===== src/rtl/id_stage.sv =====
// Instruction decode stage: 32x32 register file with WB bypass, immediate
// generator, control decode, load-use hazard detection and the ID/EX register.
module id_stage #(
   parameter int DATA_BITS     = 32,
   parameter int ADDR_BITS     = 32,
   parameter int REG_ADDR_BITS = 5
) (
   input  logic                     clk,
   input  logic                     rst,
   input  logic [DATA_BITS-1:0]     IFID_Instr_out,
   input  logic [ADDR_BITS-1:0]     IFID_pc_out,
   input  logic                     branch_flush,
   input  logic                     wb_RegWrite,
   input  logic [REG_ADDR_BITS-1:0] wb_rd,
   input  logic [DATA_BITS-1:0]     wb_data,
   output logic                     pc_write,
   output logic                     IFID_RegWrite,
   output logic [ADDR_BITS-1:0]     IDEX_pc,
   output logic [DATA_BITS-1:0]     IDEX_rs1_data,
   output logic [DATA_BITS-1:0]     IDEX_rs2_data,
   output logic [DATA_BITS-1:0]     IDEX_imm,
   output logic [REG_ADDR_BITS-1:0] IDEX_rs1,
   output logic [REG_ADDR_BITS-1:0] IDEX_rs2,
   output logic [REG_ADDR_BITS-1:0] IDEX_rd,
   output logic [6:0]               IDEX_opcode,
   output logic [2:0]               IDEX_funct3,
   output logic                     IDEX_funct7b5,
   output logic                     IDEX_RegWrite,
   output logic                     IDEX_MemRead,
   output logic                     IDEX_MemWrite,
   output logic                     IDEX_Branch
);

   localparam int NUM_REGS = 1 << REG_ADDR_BITS;

   localparam logic [6:0] OP_R      = 7'b0110011;
   localparam logic [6:0] OP_I_ALU  = 7'b0010011;
   localparam logic [6:0] OP_LOAD   = 7'b0000011;
   localparam logic [6:0] OP_STORE  = 7'b0100011;
   localparam logic [6:0] OP_BRANCH = 7'b1100011;
   localparam logic [6:0] OP_JAL    = 7'b1101111;
   localparam logic [6:0] OP_JALR   = 7'b1100111;
   localparam logic [6:0] OP_LUI    = 7'b0110111;
   localparam logic [6:0] OP_AUIPC  = 7'b0010111;

   typedef struct packed {
      logic [ADDR_BITS-1:0]     pc;
      logic [DATA_BITS-1:0]     rs1_data;
      logic [DATA_BITS-1:0]     rs2_data;
      logic [DATA_BITS-1:0]     imm;
      logic [REG_ADDR_BITS-1:0] rs1;
      logic [REG_ADDR_BITS-1:0] rs2;
      logic [REG_ADDR_BITS-1:0] rd;
      logic [6:0]               opcode;
      logic [2:0]               funct3;
      logic                     funct7b5;
      logic                     reg_write;
      logic                     mem_read;
      logic                     mem_write;
      logic                     branch;
   } idex_t;

   logic [DATA_BITS-1:0]     instr;
   logic [6:0]               opcode;
   logic [REG_ADDR_BITS-1:0] rs1, rs2, rd;
   logic [DATA_BITS-1:0]     imm_i, imm_s, imm_b, imm_u, imm_j;
   logic [DATA_BITS-1:0]     imm, rs1_data, rs2_data;
   logic                     reg_write, mem_read, mem_write, branch;
   logic                     uses_rs1, uses_rs2;
   logic                     wb_active, hazard, stall, bubble;
   logic [DATA_BITS-1:0]     regs [NUM_REGS];
   idex_t                    idex_d, idex_q;

   assign instr  = IFID_Instr_out;
   assign opcode = instr[6:0];
   assign rd     = instr[7 +: REG_ADDR_BITS];
   assign rs1    = instr[15 +: REG_ADDR_BITS];
   assign rs2    = instr[20 +: REG_ADDR_BITS];

   // Register file. x0 is never written, so it stays at its reset value of 0.
   assign wb_active = wb_RegWrite && (wb_rd != '0);

   // NOTE: the register array takes the async reset so no stale operand can
   // survive a mid-run reset; this costs a reset net on every storage bit.
   always_ff @(posedge clk or negedge rst) begin
      if (!rst) begin
         for (int i = 0; i < NUM_REGS; i++) regs[i] <= '0;
      end else if (wb_active) begin
         regs[wb_rd] <= wb_data;
      end
   end

   // Read ports with write-before-read bypass from WB.
   always_comb begin
      rs1_data = '0;
      rs2_data = '0;
      if (rs1 != '0) rs1_data = (wb_active && wb_rd == rs1) ? wb_data : regs[rs1];
      if (rs2 != '0) rs2_data = (wb_active && wb_rd == rs2) ? wb_data : regs[rs2];
   end

   assign imm_i = {{(DATA_BITS-12){instr[31]}}, instr[31:20]};
   assign imm_s = {{(DATA_BITS-12){instr[31]}}, instr[31:25], instr[11:7]};
   assign imm_b = {{(DATA_BITS-12){instr[31]}}, instr[7], instr[30:25], instr[11:8], 1'b0};
   assign imm_u = {{(DATA_BITS-31){instr[31]}}, instr[30:12], 12'b0};
   assign imm_j = {{(DATA_BITS-20){instr[31]}}, instr[19:12], instr[20], instr[30:21], 1'b0};

   // NOTE: every output of this block gets a default first, so an opcode
   // that matches no case item can never infer a latch.
   always_comb begin
      reg_write = 1'b0;
      mem_read  = 1'b0;
      mem_write = 1'b0;
      branch    = 1'b0;
      uses_rs1  = 1'b0;
      uses_rs2  = 1'b0;
      imm       = '0;
      case (opcode)
         OP_R:      begin reg_write = 1'b1; uses_rs1 = 1'b1; uses_rs2 = 1'b1; end
         OP_I_ALU:  begin reg_write = 1'b1; uses_rs1 = 1'b1; imm = imm_i; end
         OP_LOAD:   begin reg_write = 1'b1; mem_read = 1'b1; uses_rs1 = 1'b1; imm = imm_i; end
         OP_STORE:  begin mem_write = 1'b1; uses_rs1 = 1'b1; uses_rs2 = 1'b1; imm = imm_s; end
         OP_BRANCH: begin branch = 1'b1; uses_rs1 = 1'b1; uses_rs2 = 1'b1; imm = imm_b; end
         OP_JAL:    begin reg_write = 1'b1; imm = imm_j; end
         OP_JALR:   begin reg_write = 1'b1; uses_rs1 = 1'b1; imm = imm_i; end
         OP_LUI:    begin reg_write = 1'b1; imm = imm_u; end
         OP_AUIPC:  begin reg_write = 1'b1; imm = imm_u; end
         default:   ;
      endcase
   end

   // Load-use: the load in EX has not produced its data yet. A flush wins,
   // because the dependent instruction is wrong-path and is being discarded.
   assign hazard = idex_q.mem_read && (idex_q.rd != '0) &&
                   ((uses_rs1 && idex_q.rd == rs1) || (uses_rs2 && idex_q.rd == rs2));
   assign stall  = hazard && !branch_flush;
   assign bubble = stall || branch_flush;

   assign pc_write      = !stall;
   assign IFID_RegWrite = !stall;

   always_comb begin
      idex_d           = '0;
      idex_d.pc        = IFID_pc_out;
      idex_d.rs1_data  = rs1_data;
      idex_d.rs2_data  = rs2_data;
      idex_d.imm       = imm;
      idex_d.rs1       = rs1;
      idex_d.rs2       = rs2;
      idex_d.rd        = rd;
      idex_d.opcode    = opcode;
      idex_d.funct3    = instr[14:12];
      idex_d.funct7b5  = instr[30];
      idex_d.reg_write = reg_write;
      idex_d.mem_read  = mem_read;
      idex_d.mem_write = mem_write;
      idex_d.branch    = branch;
   end

   always_ff @(posedge clk or negedge rst) begin
      if (!rst)        idex_q <= '0;
      else if (bubble) idex_q <= '0;
      else             idex_q <= idex_d;
   end

   assign IDEX_pc       = idex_q.pc;
   assign IDEX_rs1_data = idex_q.rs1_data;
   assign IDEX_rs2_data = idex_q.rs2_data;
   assign IDEX_imm      = idex_q.imm;
   assign IDEX_rs1      = idex_q.rs1;
   assign IDEX_rs2      = idex_q.rs2;
   assign IDEX_rd       = idex_q.rd;
   assign IDEX_opcode   = idex_q.opcode;
   assign IDEX_funct3   = idex_q.funct3;
   assign IDEX_funct7b5 = idex_q.funct7b5;
   assign IDEX_RegWrite = idex_q.reg_write;
   assign IDEX_MemRead  = idex_q.mem_read;
   assign IDEX_MemWrite = idex_q.mem_write;
   assign IDEX_Branch   = idex_q.branch;

endmodule


===== config.mk =====
export PLATFORM = sky130hd
export DESIGN_NAME = id_stage
export DESIGN_NICKNAME = d
export VERILOG_FILES = /design/src/rtl/id_stage.sv
export SDC_FILE = /design/constraint.sdc
export NUM_CORES = 2
export LEC_CHECK = 0
export ABC_AREA = 1
export CELL_PAD_IN_SITES_DETAIL_PLACEMENT = 0
export CELL_PAD_IN_SITES_GLOBAL_PLACEMENT = 2
export CORE_MARGIN = 8
export CORE_UTILIZATION = 35
export CTS_BUF_LIST = sky130_fd_sc_hd__clkbuf_16
export DETAILED_ROUTE_END_ITERATION = 10
export PLACE_DENSITY = 0.82
export SLEW_MARGIN = 20
export SYNTH_ARGS = -nofsm -noshare
export SYNTH_HDL_FRONTEND = slang
export SYNTH_SLANG_ARGS = --single-unit
export TNS_END_PERCENT = 10

===== constraint.sdc =====
create_clock -name clk -period 3 [get_ports clk]
set_input_delay 0.3 -clock clk [delete_from_list [all_inputs] [get_ports clk]]
set_output_delay 0.3 -clock clk [all_outputs]
set_load 0.01 [all_outputs]

# After elaboration in Yosys (flattened, before gate mapping)
# Cells that the tools add are included.
dict set report totals {
  ramBits 0
  wordCells 109
  memories 0
  latchBits 0
  mem_bits_ro 0
  out_inout_bits 160
  inputBits 105
  regBits 1182
}
dict set report op_classes {
  order_cmp 4
  n_shift 0
  addsub 0
  reduce_logical 22
  bitwise_logic 3
  div 0
  eq_ne 13
  muxes 21
  mul 0
}
# op count
set ops {}
lappend ops {{1024-bit bitwise mux} 1}
lappend ops {{32-bit binary-select mux with 5-bit select} 2}
lappend ops {{32-bit two-way mux} 9}
lappend ops {{32-bit demux with 5-bit select} 1}
lappend ops {{32-bit one-hot mux with 5 select lines} 1}
lappend ops {{158-bit two-way mux} 1}
lappend ops {{7-bit by 6-bit equality test with 1-bit output, second input constant} 3}
lappend ops {{7-bit equality test, second input constant} 3}
lappend ops {{5-bit equality test} 4}
lappend ops {{5-bit nonzero test} 4}
lappend ops {{6-bit >= comparator, second input constant} 3}
lappend ops {{5-bit NOT with 6-bit output} 3}
lappend ops {{7-bit by 5-bit equality test with 1-bit output, second input constant} 2}
lappend ops {{1-bit logical AND} 9}
lappend ops {{7-bit by 2-bit equality test with 1-bit output, second input constant} 1}
lappend ops {{7-bit OR reduction} 1}
lappend ops {{6-bit by 1-bit less-than comparator with 1-bit output, second input constant} 1}
lappend ops {{1-bit two-way mux} 6}
lappend ops {{3-bit OR reduction} 2}
lappend ops {{6-bit OR reduction} 1}
lappend ops {{1-bit logical NOT} 2}
lappend ops {{1-bit logical OR} 2}
lappend ops {{2-bit OR reduction} 1}

# Longest topological paths before layout
dict set report depth {
  ltp_word 9
  ltp_mapped 14
  ltp_nobuf 11
}

# Worst setup path before layout
# No wires, ideal clock.
dict set report synth_timing {
  path_kind {input-to-reg}
  startpoint {input port IFID_Instr_out[21]}
  endpoint {register idex_q, in the netlist IDEX_rs2_data[19]}
  t_required_ps 2868
  setup_slack_ps 1307
  path_stages 13
  t_arrival_ps 1561
  n_path_buf 3
  setup_ps 132
  path_cell_list {buf_2 -> inv_2 -> clkbuf_1 -> clkbuf_1 -> a21oi_1 -> o21ai_0 -> nand2_1 -> nand2_1 -> nand3_1 -> nand2_1 -> nand3_1 -> nand2_1 -> nor2_1}
}
dict set report synth_via {
  elab_chain_cells 7
  word_cells_on_any_way 16
  classes_between {eq/ne: 2; mux: 6; bitwise: 1; reduce/logical: 7}
}
# item line_no
set synth_lines {}
lappend synth_lines {{start: declaration} 10} ;# input logic [DATA_BITS-1:0] IFID_Instr_out,
lappend synth_lines {{5-bit NOT with 6-bit output (implied by the code) / 5-bit equality test (equally long branches)} {98, 134}}
lappend synth_lines {{32-bit binary-select mux with 5-bit select / 1-bit logical AND (equally long branches)} {98, 134}}
lappend synth_lines {{32-bit two-way mux (implied by the code) / 1-bit logical OR (equally long branches)} {98, 134}}
lappend synth_lines {{32-bit two-way mux (implied by the code) / 1-bit logical AND (equally long branches)} {98, 133}}
lappend synth_lines {{32-bit two-way mux / 1-bit logical AND (equally long branches)} {98, 135}}
lappend synth_lines {{32-bit two-way mux / 1-bit logical OR (equally long branches)} {98, 136}}
lappend synth_lines {{158-bit two-way mux (*)} 161} ;# else if (bubble) idex_q <= '0;
lappend synth_lines {{end signal: assignment} 162} ;# else idex_q <= idex_d;
lappend synth_lines {{end: declaration} 72} ;# idex_t idex_d, idex_q;
# Mark *: on every way between the ends. The rest lies on a longest branch, timed or not. The select of a mux whose other input is x is not followed.
# A chain may end at the register's enable or synchronous reset.

# Final worst setup path
dict set report layout_timing {
  startpoint {register idex_q, in the netlist IDEX_rd[4]}
  endpoint {output port IFID_RegWrite}
}
dict set report layout_via {
  elab_chain_cells 6
  word_cells_on_any_way 10
  classes_between {eq/ne: 2; reduce/logical: 8}
}
# item line_no
set layout_lines {}
lappend layout_lines {{5-bit equality test} 134} ;# ((uses_rs1 && idex_q.rd == rs1) || (uses_rs2 && idex_q.rd == rs2));
lappend layout_lines {{1-bit logical AND} 134}
lappend layout_lines {{1-bit logical OR} 134}
lappend layout_lines {{1-bit logical AND (*)} 133} ;# assign hazard = idex_q.mem_read && (idex_q.rd != '0) &&
lappend layout_lines {{1-bit logical AND (*)} 135} ;# assign stall = hazard && !branch_flush;
lappend layout_lines {{1-bit logical NOT (*)} 139} ;# assign IFID_RegWrite = !stall;
lappend layout_lines {{end: declaration} 17} ;# output logic IFID_RegWrite,
# Mark *: on every way between the ends. The rest lies on a longest branch, timed or not.

==> run_results.csv <==
group,metric,value,unit
yosys,synth_async_sr_flop_share,100.0,%
yosys,synth_area_leader_cell,"dfrtp_1",
timing,max_freq,366.9,MHz
pwr,cellPowerDensity,622.7,mW/mm2
routing,routedWlPerCell,24.50,um
final_layout,finalNonFillerCells,11180,
yosys,postSynthCellCount,8743,
pwr,p_leak,35.16,nW
worst_setup_path,cp_common_cell,"nand2_1",
die,io_pins,265,
placement,dp.cells,10890,
routing,first_pass_iters,8,
die,die_w,441.2,um
grt,grtUsageMet1,36.85,%
grt,grt-busiest-layer,"met2",
worst_setup_path,required,2700,ps
die,dieHeight,441.2,um
timing,rsz0062_at_grt,"false",
routing,via_count,60560,
hold_path,min_path_type,"primary input to asynchronous set/reset pin",
grt,antenna_found_initial,15,
worst_setup_path,cp-start-kind,"register",
timing,hold_violations,0,
timing,slew_violations,0,
final_layout,drive_above_1_share,5.952,%
run,cap_violations,0,
yosys,synth_seq_cells,1182,
grt,grt_pass1_vias,57820,
final_layout,layout.nets,8800,
die,core_area,0.1802,mm2
timing,layout_min_cycle_time,2726,ps
yosys,synth_edf_count,0,
grt,grt_remaining_overflow,0,
clocking,h-tree-depth,4,
yosys,yosys-top-cells-count,"3,008 x nand2_1, 1,182 x dfrtp_1, 1,153 x o21ai_0, 652 x inv_1, 634 x o211ai_1",
worst_setup_path,critical_path_buf_inv_count,2,
die,die_area,0.1946,mm2
clocking,cts.sinks,1182,
routing,ant_nets,0,
placement,hpwl,163000,um
yosys,synthTopCellsByArea,"dfrtp_1 47%, nand2_1 18%, o21ai_0 9.1%",
clocking,cts_root_buffer,"clkbuf_16",
die,rows,156,
routing,initialDrtViolationCount,6162,
timing,setup-tns-final,0,ps
clocking,cts_buffers,144,
worst_setup_path,worstPathMaxFanout,5,
yosys,syn_area,0.06327,mm2
yosys,synth_most_common_cell,"nand2_1",
yosys,synth_top_area_share,46.75,%
final_layout,utilization,41.02,%
routing,wl,274000,um
grt,gr-usage-met3,3.728,%
placement,globalplace.congestion,0.8140,
yosys,syn_area_per_cell,7.237,um2
worst_setup_path,cp_cell_sequence,"inv_1 -> nand2_1 -> nand2_1 -> nor2_1 -> nand4_1 -> nand2_1 -> nand3_1 -> clkdlybuf4s50_1",
timing,setup_viol,0,
outcome,status,"completed",
die,start_util,35.12,%
worst_setup_path,cpPeakStageDelay,520,ps
worst_setup_path,r2r_end,"IDEX_imm[17]$_DFF_PN0_",
routing,vias_per_cell,5.415,
grt,grt_use_met2,45.05,%
yosys,ys_warn_count,0,
worst_setup_path,crit_type,"register to output pin",
grt,grt_use_total,27.48,%
routing,drc,0,
timing,tightest_slew,963.9,ps
timing,fin_crit_sh,90.86,%
worst_setup_path,cpMaxStageDelayCell,"clkdlybuf4s50_1",
placement,portBuffers,264,
yosys,synthFlopType,"dfrtp_1",
worst_setup_path,cpLargestDelayFamily,"buffers and inverters",
yosys,syn-num-nets,8848,
worst_setup_path,ff2ff_path_depth,10,
worst_setup_path,r2r_slack,1100,ps
timing,skew,24.61,ps
final_layout,syn_to_final_growth,16.81,%
clocking,cts_tree,"yes",
clocking,clk_latency,800,ps
clocking,cts_buffer_depth,3,
clocking,ctsResizeCount,0,
worst_setup_path,crit_cells,8,
yosys,synth_seq_area_share,46.75,%
worst_setup_path,arrival,2430,ps
clocking,clk_pin_slew,60,ps
worst_setup_path,rr_startpoint,"IDEX_rd[4]$_DFF_PN0_",
grt,grt_max_degree,121,
yosys,synth_cell_types,25,
worst_setup_path,critPathLaunch,"IDEX_rd[4]$_DFF_PN0_",
grt,grt_pass1_wl,400400,um
worst_setup_path,endpoint_kind,"output pin",
timing,max_slew_margin,35.67,%
pwr,vdd_ir_drop_max,513.7,uV
per-stage QoR:
| step | power (W) | cell area [um2] | hold WS, ps | setup WS [ps] |
|---|---|---|---|---|
| after global routing | 0.04860 | 73890 | 51.84 | 76.12 |
| after global placement | 0.02932 | 69180 | 248.6 | 371.3 |
| after CTS | 0.04637 | 73880 | 11.44 | 205.9 |
| final | 0.04602 | 73900 | 53.03 | 274.2 |
| after detailed placement | 0.02954 | 69180 | 257.4 | 327.3 |
| after floorplan | 0.02608 | 63270 | 4.409 | 1307 |
sequential cells by signal, indices dropped and copies added (netlist names):
signal	cells
IDEX_imm	32
IDEX_RegWrite	1
IDEX_Branch	1
IDEX_rs2	5
IDEX_rs1	5
IDEX_funct7b5	1
IDEX_MemRead	1
IDEX_rd	5
IDEX_MemWrite	1
IDEX_opcode	7
regs	1024
IDEX_rs1_data	32
IDEX_funct3	3
IDEX_rs2_data	32
IDEX_pc	32
logic make-up after synthesis:
family,Yosys count,share of synthesized area [%]
compound gates,2148,19.52
xor+xnor,8,0.1107
buf+inv,1441,9.027
flops,1182,46.75
simple gates,3964,24.59
report_power, final:
part	switching [W]	internal, W	leakage, nW	total (W)
Clock	0.00719	0.00944	2.28	0.0166
Sequential	0.00162	0.0187	15.1	0.0203
Combinational	0.00585	0.00326	17.7	0.00911
Total	0.0147	0.0314	35.2	0.0460
worst max-delay path by stage:
stage	slack, ps	endpoint
finish	270	IFID_RegWrite
CTS	210	IFID_RegWrite
global route	80	pc_write
detailed placement	330	IDEX_rs1_data[10]$_DFF_PN0_
floorplan	1310	IDEX_rs2_data[19]$_DFF_PN0_
global placement	370	IFID_RegWrite
layout by cell type (no fill, tap or decap), types with 3 or more instances in the layout:
master / count
buf_8: 4
buf_12: 104
nor2_4: 6
nor2_1: 448
nor3_1: 16
xor2_1: 6
nand2_1: 2977
clkdlybuf4s50_1: 253
nand4_1: 9
a22oi_1: 4
nor3_2: 3
o21ai_1: 83
clkinv_1: 55
inv_8: 4
dlygate4sd3_1: 33
inv_1: 680
a21oi_1: 272
diode_2: 10
nand2_2: 27
nand2_4: 4
buf_4: 161
dfrtp_1: 1182
clkinv_2: 32
o211ai_1: 634
o21ai_0: 1153
clkbuf_16: 149
inv_2: 13
inv_6: 3
nand3_1: 471
bufinv_16: 6
final cells by class:
| cell class | instances | area, um2 |
|---|---|---|
| Inverter | 690 | 2623 |
| Clock buffer | 149 | 3729 |
| Tap cell | 2370 | 2965 |
| Multi-Input combinational cell | 6120 | 28120 |
| Clock inverter | 106 | 636.9 |
| Sequential cell | 1182 | 29580 |
| Timing Repair Buffer | 557 | 6223 |
| Fill cell | 18610 | 106300 |
| Antenna cell | 10 | 25.02 |
layer usage:
layer	routed length (um)	vias to the layer above
met5	0	-
met4	11860	0
met3	17460	534
met2	126900	2330
met1	117800	29360
li1	-	28330
worst reg2reg max path, cell delays in order, from the launching register on:
cell     delay [ps]
dfrtp_1         460
inv_1            90
nand2_1          60
nand2_1          70
nor2_1          120
nand4_1         100
nand2_1         100
nand2_1         160
nand2_4         230
buf_12          270
nor2_1          120
what timing repair did:
action / 4_1_cts / 5_1_grt
hold buffers: 33 / 0
setup buffers: 0 / 0
setup endpoints to repair: 0 / 0
hold endpoints to repair: 556 / 0
(Power assumes the default switching activity.)
